$ cat config.mk
export PLATFORM = sky130hd
export DESIGN_NAME = branch_resolve
export DESIGN_NICKNAME = d
export VERILOG_FILES = /design/src/rtl/branch_resolve.sv
export SDC_FILE = /design/constraint.sdc
export NUM_CORES = 1
export LEC_CHECK = 0
export ABC_AREA = 0
export CORE_ASPECT_RATIO = 1.75
export CORE_MARGIN = 4
export CORE_UTILIZATION = 44
export CTS_CLUSTER_DIAMETER = 50
export CTS_CLUSTER_SIZE = 12
export DETAILED_ROUTE_END_ITERATION = 8
export MAX_ROUTING_LAYER = met4
export PLACE_DENSITY_LB_ADDON = 0.12
export SLEW_MARGIN = 10
export SYNTH_ARGS = -nofsm -noshare
export SYNTH_HDL_FRONTEND = slang
export SYNTH_SLANG_ARGS = --single-unit
$ cat constraint.sdc
create_clock -name clk -period 3.4 [get_ports clk]
set_input_delay 0.34 -clock clk [delete_from_list [all_inputs] [get_ports clk]]
set_output_delay 0.34 -clock clk [all_outputs]
set_load 0.005 [all_outputs]
$ cat src/rtl/branch_resolve.sv
// Branch resolve unit: evaluates the branch condition for a resolving
// branch, trains a PC-indexed table of 2-bit saturating direction
// counters, reports the resolved direction and misprediction one cycle
// later, and keeps a saturating count of mispredictions. A separate
// lookup port returns the predicted direction for the fetch PC.
module branch_resolve #(
    parameter int WIDTH     = 32,
    parameter int BHT_DEPTH = 16,
    parameter int IDX_W     = $clog2(BHT_DEPTH)
) (
    input  logic             clk,
    input  logic             rst_n,
    input  logic [WIDTH-1:0] lk_pc,
    output logic             lk_taken,
    input  logic             rs_valid,
    input  logic [WIDTH-1:0] rs_pc,
    input  logic [WIDTH-1:0] rs_a,
    input  logic [WIDTH-1:0] rs_b,
    input  logic [2:0]       rs_func,
    input  logic             rs_pred,
    input  logic             flush,
    output logic             out_valid,
    output logic             out_taken,
    output logic             out_mispred,
    output logic [15:0]      mispred_cnt
);

    // Condition codes on rs_func.
    localparam logic [2:0] FUNC_BEQ  = 3'b000;
    localparam logic [2:0] FUNC_BNE  = 3'b001;
    localparam logic [2:0] FUNC_BLEZ = 3'b010;
    localparam logic [2:0] FUNC_BGTZ = 3'b011;
    localparam logic [2:0] FUNC_BLTZ = 3'b100;
    localparam logic [2:0] FUNC_BGEZ = 3'b101;
    localparam logic [2:0] FUNC_ALW  = 3'b110;
    localparam logic [2:0] FUNC_NEV  = 3'b111;

    // Counter value every entry starts from: weakly not-taken.
    localparam logic [1:0] CNT_INIT = 2'b01;

    // Evaluate the branch condition. Sign comes from the MSB of A and the
    // zero test spans all of A; B only matters for the equality codes.
    function automatic logic eval_cond(input logic [2:0]       func,
                                       input logic [WIDTH-1:0] a,
                                       input logic [WIDTH-1:0] b);
        logic neg;
        logic zero;
        logic res;
        neg  = a[WIDTH-1];
        zero = (a == {WIDTH{1'b0}});
        case (func)
            FUNC_BEQ:  res = (a == b);
            FUNC_BNE:  res = (a != b);
            FUNC_BLEZ: res = neg | zero;
            FUNC_BGTZ: res = ~neg & ~zero;
            FUNC_BLTZ: res = neg;
            FUNC_BGEZ: res = ~neg;
            FUNC_ALW:  res = 1'b1;
            FUNC_NEV:  res = 1'b0;
            default:   res = 1'b0;
        endcase
        return res;
    endfunction

    // Next value of a 2-bit saturating direction counter.
    function automatic logic [1:0] sat_update(input logic [1:0] cnt,
                                              input logic       taken);
        logic [1:0] nxt;
        if (taken) begin
            if (cnt == 2'b11) begin
                nxt = 2'b11;
            end else begin
                nxt = cnt + 2'b01;
            end
        end else begin
            if (cnt == 2'b00) begin
                nxt = 2'b00;
            end else begin
                nxt = cnt - 2'b01;
            end
        end
        return nxt;
    endfunction

    logic [1:0]       bht_r [BHT_DEPTH];
    logic [IDX_W-1:0] lk_idx_s;
    logic [IDX_W-1:0] rs_idx_s;
    logic             accept_s;
    logic             taken_s;
    logic             mispred_s;
    logic             out_valid_r;
    logic             out_taken_r;
    logic             out_mispred_r;
    logic [15:0]      mispred_cnt_r;
    logic             unused_s;

    // Word-aligned PCs: the two low bits never select an entry.
    assign lk_idx_s = lk_pc[IDX_W+1:2];
    assign rs_idx_s = rs_pc[IDX_W+1:2];

    // PC bits outside the index field are intentionally ignored.
    assign unused_s = ^{lk_pc, rs_pc};

    // Decode the resolve request: acceptance, direction, misprediction.
    always_comb begin
        accept_s  = 1'b0;
        taken_s   = 1'b0;
        mispred_s = 1'b0;
        if (rs_valid && !flush) begin
            accept_s = 1'b1;
        end else begin
            accept_s = 1'b0;
        end
        taken_s   = eval_cond(rs_func, rs_a, rs_b);
        mispred_s = taken_s ^ rs_pred;
    end

    // Prediction lookup reads the table as it stands before this edge's
    // update, so a same-index update shows up only from the next cycle.
    assign lk_taken = bht_r[lk_idx_s][1];

    // Train the direction table on every accepted request.
    always_ff @(posedge clk or negedge rst_n) begin
        if (!rst_n) begin
            for (int i = 0; i < BHT_DEPTH; i++) begin
                bht_r[i] <= CNT_INIT;
            end
        end else if (accept_s) begin
            bht_r[rs_idx_s] <= sat_update(bht_r[rs_idx_s], taken_s);
        end
    end

    // Register the result; direction and mispredict hold while idle.
    always_ff @(posedge clk or negedge rst_n) begin
        if (!rst_n) begin
            out_valid_r   <= 1'b0;
            out_taken_r   <= 1'b0;
            out_mispred_r <= 1'b0;
        end else begin
            out_valid_r <= accept_s;
            if (accept_s) begin
                out_taken_r   <= taken_s;
                out_mispred_r <= mispred_s;
            end
        end
    end

    // Count accepted mispredictions, sticking at the top value.
    always_ff @(posedge clk or negedge rst_n) begin
        if (!rst_n) begin
            mispred_cnt_r <= 16'h0000;
        end else if (accept_s && mispred_s && (mispred_cnt_r != 16'hFFFF)) begin
            mispred_cnt_r <= mispred_cnt_r + 16'h0001;
        end
    end

    assign out_valid   = out_valid_r;
    assign out_taken   = out_taken_r;
    assign out_mispred = out_mispred_r;
    assign mispred_cnt = mispred_cnt_r;

endmodule

==> Word-level counts from Yosys, hierarchy flattened <==
Cells that the tools add are included.
{ "totals": {"register_bits": 51, "latch_bits": 0, "ramBits": 0, "romBits": 0, "inputBits": 136, "output_inout_bits": 20, "wordCells": 67, "memories": 0} }
{ "op_classes": {"add_sub_neg": 3, "n_mul": 0, "div": 0, "order_cmp": 3, "n_eq_ne": 11, "shifts": 0, "mux": 15, "bitwise": 7, "reduce_logical": 8} }
{ "op_table": {"columns": ["op", "n"], "rows": [
  ["$bwmux 32", 1],
  ["$eq 32x32->1", 1],
  ["$logic_not 32->1", 1],
  ["$ne 32x32->1", 1],
  ["$mux 2", 9],
  ["$add 16x1->16 const B", 1],
  ["$bmux 2 s4", 2],
  ["$ne 16x16->1 const B", 1],
  ["$eq 3x3->1 const B", 4],
  ["$ge 5x5->1 const B", 2],
  ["$not 4->5", 2],
  ["$demux 2 s4", 1],
  ["$pmux 1 s8", 1],
  ["$eq 3x2->1 const B", 2],
  ["$lt 5x1->1 const B", 1],
  ["$logic_and 1x1->1", 4],
  ["$eq 3x1->1 const B", 1],
  ["$logic_not 3->1", 1],
  ["$add 2x1->2 const B", 1],
  ["$eq 2x2->1 const B", 1],
  ["$logic_not 2->1", 1],
  ["$not 1->1", 2],
  ["$sub 2x1->2 const B", 1],
  ["$and 1x1->1", 1],
  ["4 further kinds", 4]
]} }

==> Depth between registers and ports, before layout <==
{ "depth": {"word_depth": 9, "mapped_depth": 9, "depth_no_buf": 8} }

==> Worst setup path after synthesis <==
No wires, ideal clock.
{ "synth_timing": {"path_type": "input port to flip-flop", "startpoint": "in rs_pc[2]", "endpoint": "reg bht_r[25] (netlist name)", "setup_ps": 125, "arrival_ps": 2136, "t_required_ps": 3275, "setup_slack_ps": 1139, "cell_stages": 8, "n_path_buf": 3, "cell_sequence": "buf_6 buf_8 mux4_2 mux4_2 nor2_1 a21oi_2 buf_6 mux2_2"} }
{ "synth_between": {"elab_chain_cells": 9, "word_cells_on_any_way": 18, "classes_between": "add/sub (2); order compare (2); eq/ne (1); mux (10); bitwise (1); reduce/logical (2)"} }
{ "synth_rtl": {"columns": ["element", "line_no", "text"], "rows": [
  ["start: declaration", "16", "input logic [WIDTH-1:0] rs_pc,"],
  ["$not 4->5 (not written as such) *", "129", "bht_r[rs_idx_s] <= sat_update(bht_r[rs_idx_s], taken_s);"],
  ["$bmux 2 s4", "129", null],
  ["$mux 2 (not written as such) (2 in series)", "129", null],
  ["$sub 2x1->2 (tied with other cells)", "79", "nxt = cnt - 2'b01;"],
  ["$mux 2, on equally long branches", "76, 70", null],
  ["$mux 2", "69", "if (taken) begin"],
  ["$mux 2", "128", "end else if (accept_s) begin"],
  ["$bwmux 32 *", "129", null],
  ["end signal: indexed assignment", "129", null],
  ["end: declaration", "85", "logic [1:0] bht_r [BHT_DEPTH];"]
]} }
Every way passes the cells marked *; elsewhere a longest branch is shown, timed or not. The select of a mux whose other input is x is not followed.
A chain may end at the register's enable or synchronous reset.

==> Worst setup path in the final report <==
{ "layout_timing": {"startpoint": "in rs_pc[2]", "endpoint": "reg bht_r[24] (netlist name)"} }
The elaborated chain is that of the path after synthesis.

==> impl_metrics.py <==
metrics = {
    "outcome": {
        "outcome": "finished clean",
    },
    "run": {
        "max_cap_violations": 0,
    },
    "clock_network": {
        "numCtsBuffers": 5,
        "clockRootBuffer": "clkbuf_16",
        "cts_tree": "done",
        "htreeDepth": 2,
        "postCtsSetupRepairBufs": 0,
        "clock_sinks": 51,
        "clock_latency_ps": 290,
        "path_clk_slew_ps": 60,
        "holdBufCountCts": 0,
        "cts-resized-gates": 0,
        "cts_max_path_buffers": 2,
    },
    "worst_setup_path": {
        "critPathCaptureType": "flip-flop",
        "reg2reg_from": "bht_r[13]",
        "r2r_cells": 5,
        "arrival_ps": 3050,
        "r2r_end": "bht_r[25]",
        "crit_type": "primary input to flip-flop",
        "crit_start": "rs_pc[2]",
        "required_ps": 3630,
        "worstPathMaxFanout": 16,
        "rrSetupSlack_ps": 1160,
        "cp-start-kind": "primary input",
    },
    "synthesis": {
        "synth_nets": 404,
        "synthCells": 267,
        "synth.yosys.seq_area_share_pct": 41.6,
        "syn-cell-area_um2": 3120,
        "syn_avg_cell_area_um2": 11.7,
        "synthDistinctLibCells": 34,
        "ys_seq_elements": 51,
        "ys_warn_count": 0,
    },
    "floorplanning": {
        "dieArea_um2": 8550,
        "initial_utilization_pct": 45.2,
        "fp.dieW_um": 71.6,
        "die_h_um": 119,
        "rows": 40,
        "fp.coreArea_um2": 6910,
        "io_pins": 156,
    },
    "sta": {
        "tns_ps": 0,
        "fin_crit_sh_pct": 82.9,
        "slew_viol_final": 0,
        "setup_ws_ps": 581,
        "period_minus_slack_ps": 2820,
        "rsz0062_at_grt": "false",
        "hold_viol": 0,
        "setup_viol": 0,
        "finalClockSkew_ps": 5.71,
        "worstMarginPinSlew_ps": 659,
        "relSlewSlack_pct": 56.0,
        "fmaxAchievable_mhz": 355,
    },
    "final_layout": {
        "layout-drive-gt1-share_pct": 20.6,
        "layout_common_cells": "98 x clkdlybuf4s50_1, 35 x xnor2_1, 35 x mux2_2, 35 x dfrtp_1",
        "syn2layout_area_growth_pct": 38.5,
        "num_antenna_cells": 0,
        "layout_commonest_cell": "clkdlybuf4s50_1",
        "multi_input_area_um2": 1740,
        "area.sequential_um2": 1300,
        "n_fill_cell": 611,
        "fin_nets": 505,
    },
    "global_routing": {
        "grt_max_degree": 31,
        "antenna_found_initial": 0,
        "use_met2_pct": 37.5,
        "grt_pass1_wl_um": 13600,
        "grt_overflow_total": 0,
        "top_usage_layer": "met2",
        "gr-usage-met1_pct": 22.2,
        "track_usage_pct": 21.1,
        "grt_pass1_vias": 2757,
        "use_met3_pct": 3.46,
    },
    "placement": {
        "routabilityCongestion": 0.819,
        "place_hpwl_um": 6890,
        "pre_cts_ws_ps": 280,
        "port-buffer-count": 99,
    },
    "drt": {
        "via_count": 2449,
        "first_pass_iters": 3,
        "wl_per_cell_um": 18.4,
        "ant_nets": 0,
        "wl_um": 8340,
        "viasPerCell": 5.41,
        "drcViolationCount": 0,
        "initialDrtViolationCount": 62,
    },
    "power": {
        "p_leak_nw": 1.72,
        "ir_drop_mv": 0.420,
        "power.density_nw_per_um2": 432,
        "finalPower_mw": 1.87,
    },
    "min_path": {
        "hp-class": "primary input to asynchronous set/reset pin",
    },
}
-- final cells by class --
cell class | instances | share of cell area [%]
Clock inverter | 1 | 0.116
Multi-Input combinational cell | 204 | 40.3
Timing Repair Buffer | 103 | 23.8
Clock buffer | 7 | 3.07
Sequential cell | 51 | 30.0
Inverter | 3 | 0.261
Tap cell | 84 | 2.43
-- metrics by stage --
stage          utilization (%)  hold WS (ps)  instances  cell area [µm²]
2_1_floorplan                -          44.4        267             3120
3_3_place_gp              60.6           402        445             4180
3_5_place_dp              60.6           416        445             4180
4_1_cts                   62.6           106        453             4320
5_1_grt                   62.6           127        453             4320
6_report                  62.6          82.2        453             4320
-- worst max path at each step --
| stage | endpoint | slack, ps | cells after the start |
|---|---|---|---|
| after floorplan | bht_r[25] | 1140 | 8 |
| after global placement | bht_r[12] | 300 | 7 |
| after detailed placement | bht_r[30] | 280 | 7 |
| after CTS | lk_taken | 570 | 4 |
| after global routing | bht_r[6] | 450 | 7 |
| final | bht_r[24] | 580 | 7 |
-- critical path, stage by stage --
cell,delay (ps)
clkdlybuf4s50_1,700
buf_4,250
mux4_2,520
mux4_2,530
nor2b_4,160
o21ai_4,320
mux2_2,230
-- per-layer routing --
metal / up-vias / share of wire (%)
li1: 1177 / -
met1: 1166 / 37
met2: 91 / 55
met3: 15 / 5.1
met4: 0 / 3.5
met5: - / 0
-- power breakdown --
group          internal [mW]  leakage, nW  switching (mW)
logic                  0.339         1.02           0.203
clock network          0.272       0.0679           0.205
registers              0.761        0.634          0.0853
total                   1.37         1.72           0.493
-- kinds of logic (layout without fill, tap and decap cells) --
group | Yosys count | after routing | synth area share [%]
and+or+nand+nor | 98 | 98 | 16.2
buffers and inverters | 12 | 114 | 2.57
muxes | 50 | 50 | 23.9
xor gates and xnor gates | 47 | 47 | 13.2
adders and majority gates | 1 | 1 | 0.401
DFF | 51 | 51 | 41.6
AOI/OAI and AO/OA | 8 | 8 | 2.09
-- state kept, by name, summed over array words and instances (netlist names) --
register / flops
out_taken: 1
out_mispred: 1
mispred_cnt: 16
bht_r: 32
out_valid: 1
-- synth_stat cells, drive strengths merged --
| master | count | share of area [%] |
|---|---|---|
| dfstp | 16 | 13 |
| and2 | 2 | 0.40 |
| nor3 | 9 | 1.4 |
| nor4 | 15 | 3.0 |
| nand4 | 10 | 2.0 |
| o21ai | 3 | 0.84 |
| nand2b | 6 | 1.2 |
| a21oi | 1 | 0.28 |
| nor4b | 2 | 0.56 |
| inv | 3 | 0.36 |
| a21boi | 1 | 0.24 |
| nand2 | 19 | 2.3 |
| nor2b | 3 | 0.84 |
| o21a | 1 | 0.24 |
| xor2 | 12 | 3.4 |
| xnor2 | 35 | 9.8 |
| nand3 | 11 | 1.8 |
| a211oi | 1 | 0.24 |
| mux4 | 15 | 11 |
| clkbuf | 4 | 0.48 |
| dfrtp | 35 | 28 |
| nor3b | 1 | 0.24 |
| a21o | 1 | 0.24 |
| nor2 | 19 | 2.3 |
| buf | 5 | 1.7 |
| and3 | 1 | 0.20 |
| ha | 1 | 0.40 |
| mux2 | 35 | 13 |
Power figures use the tool's default switching activity.
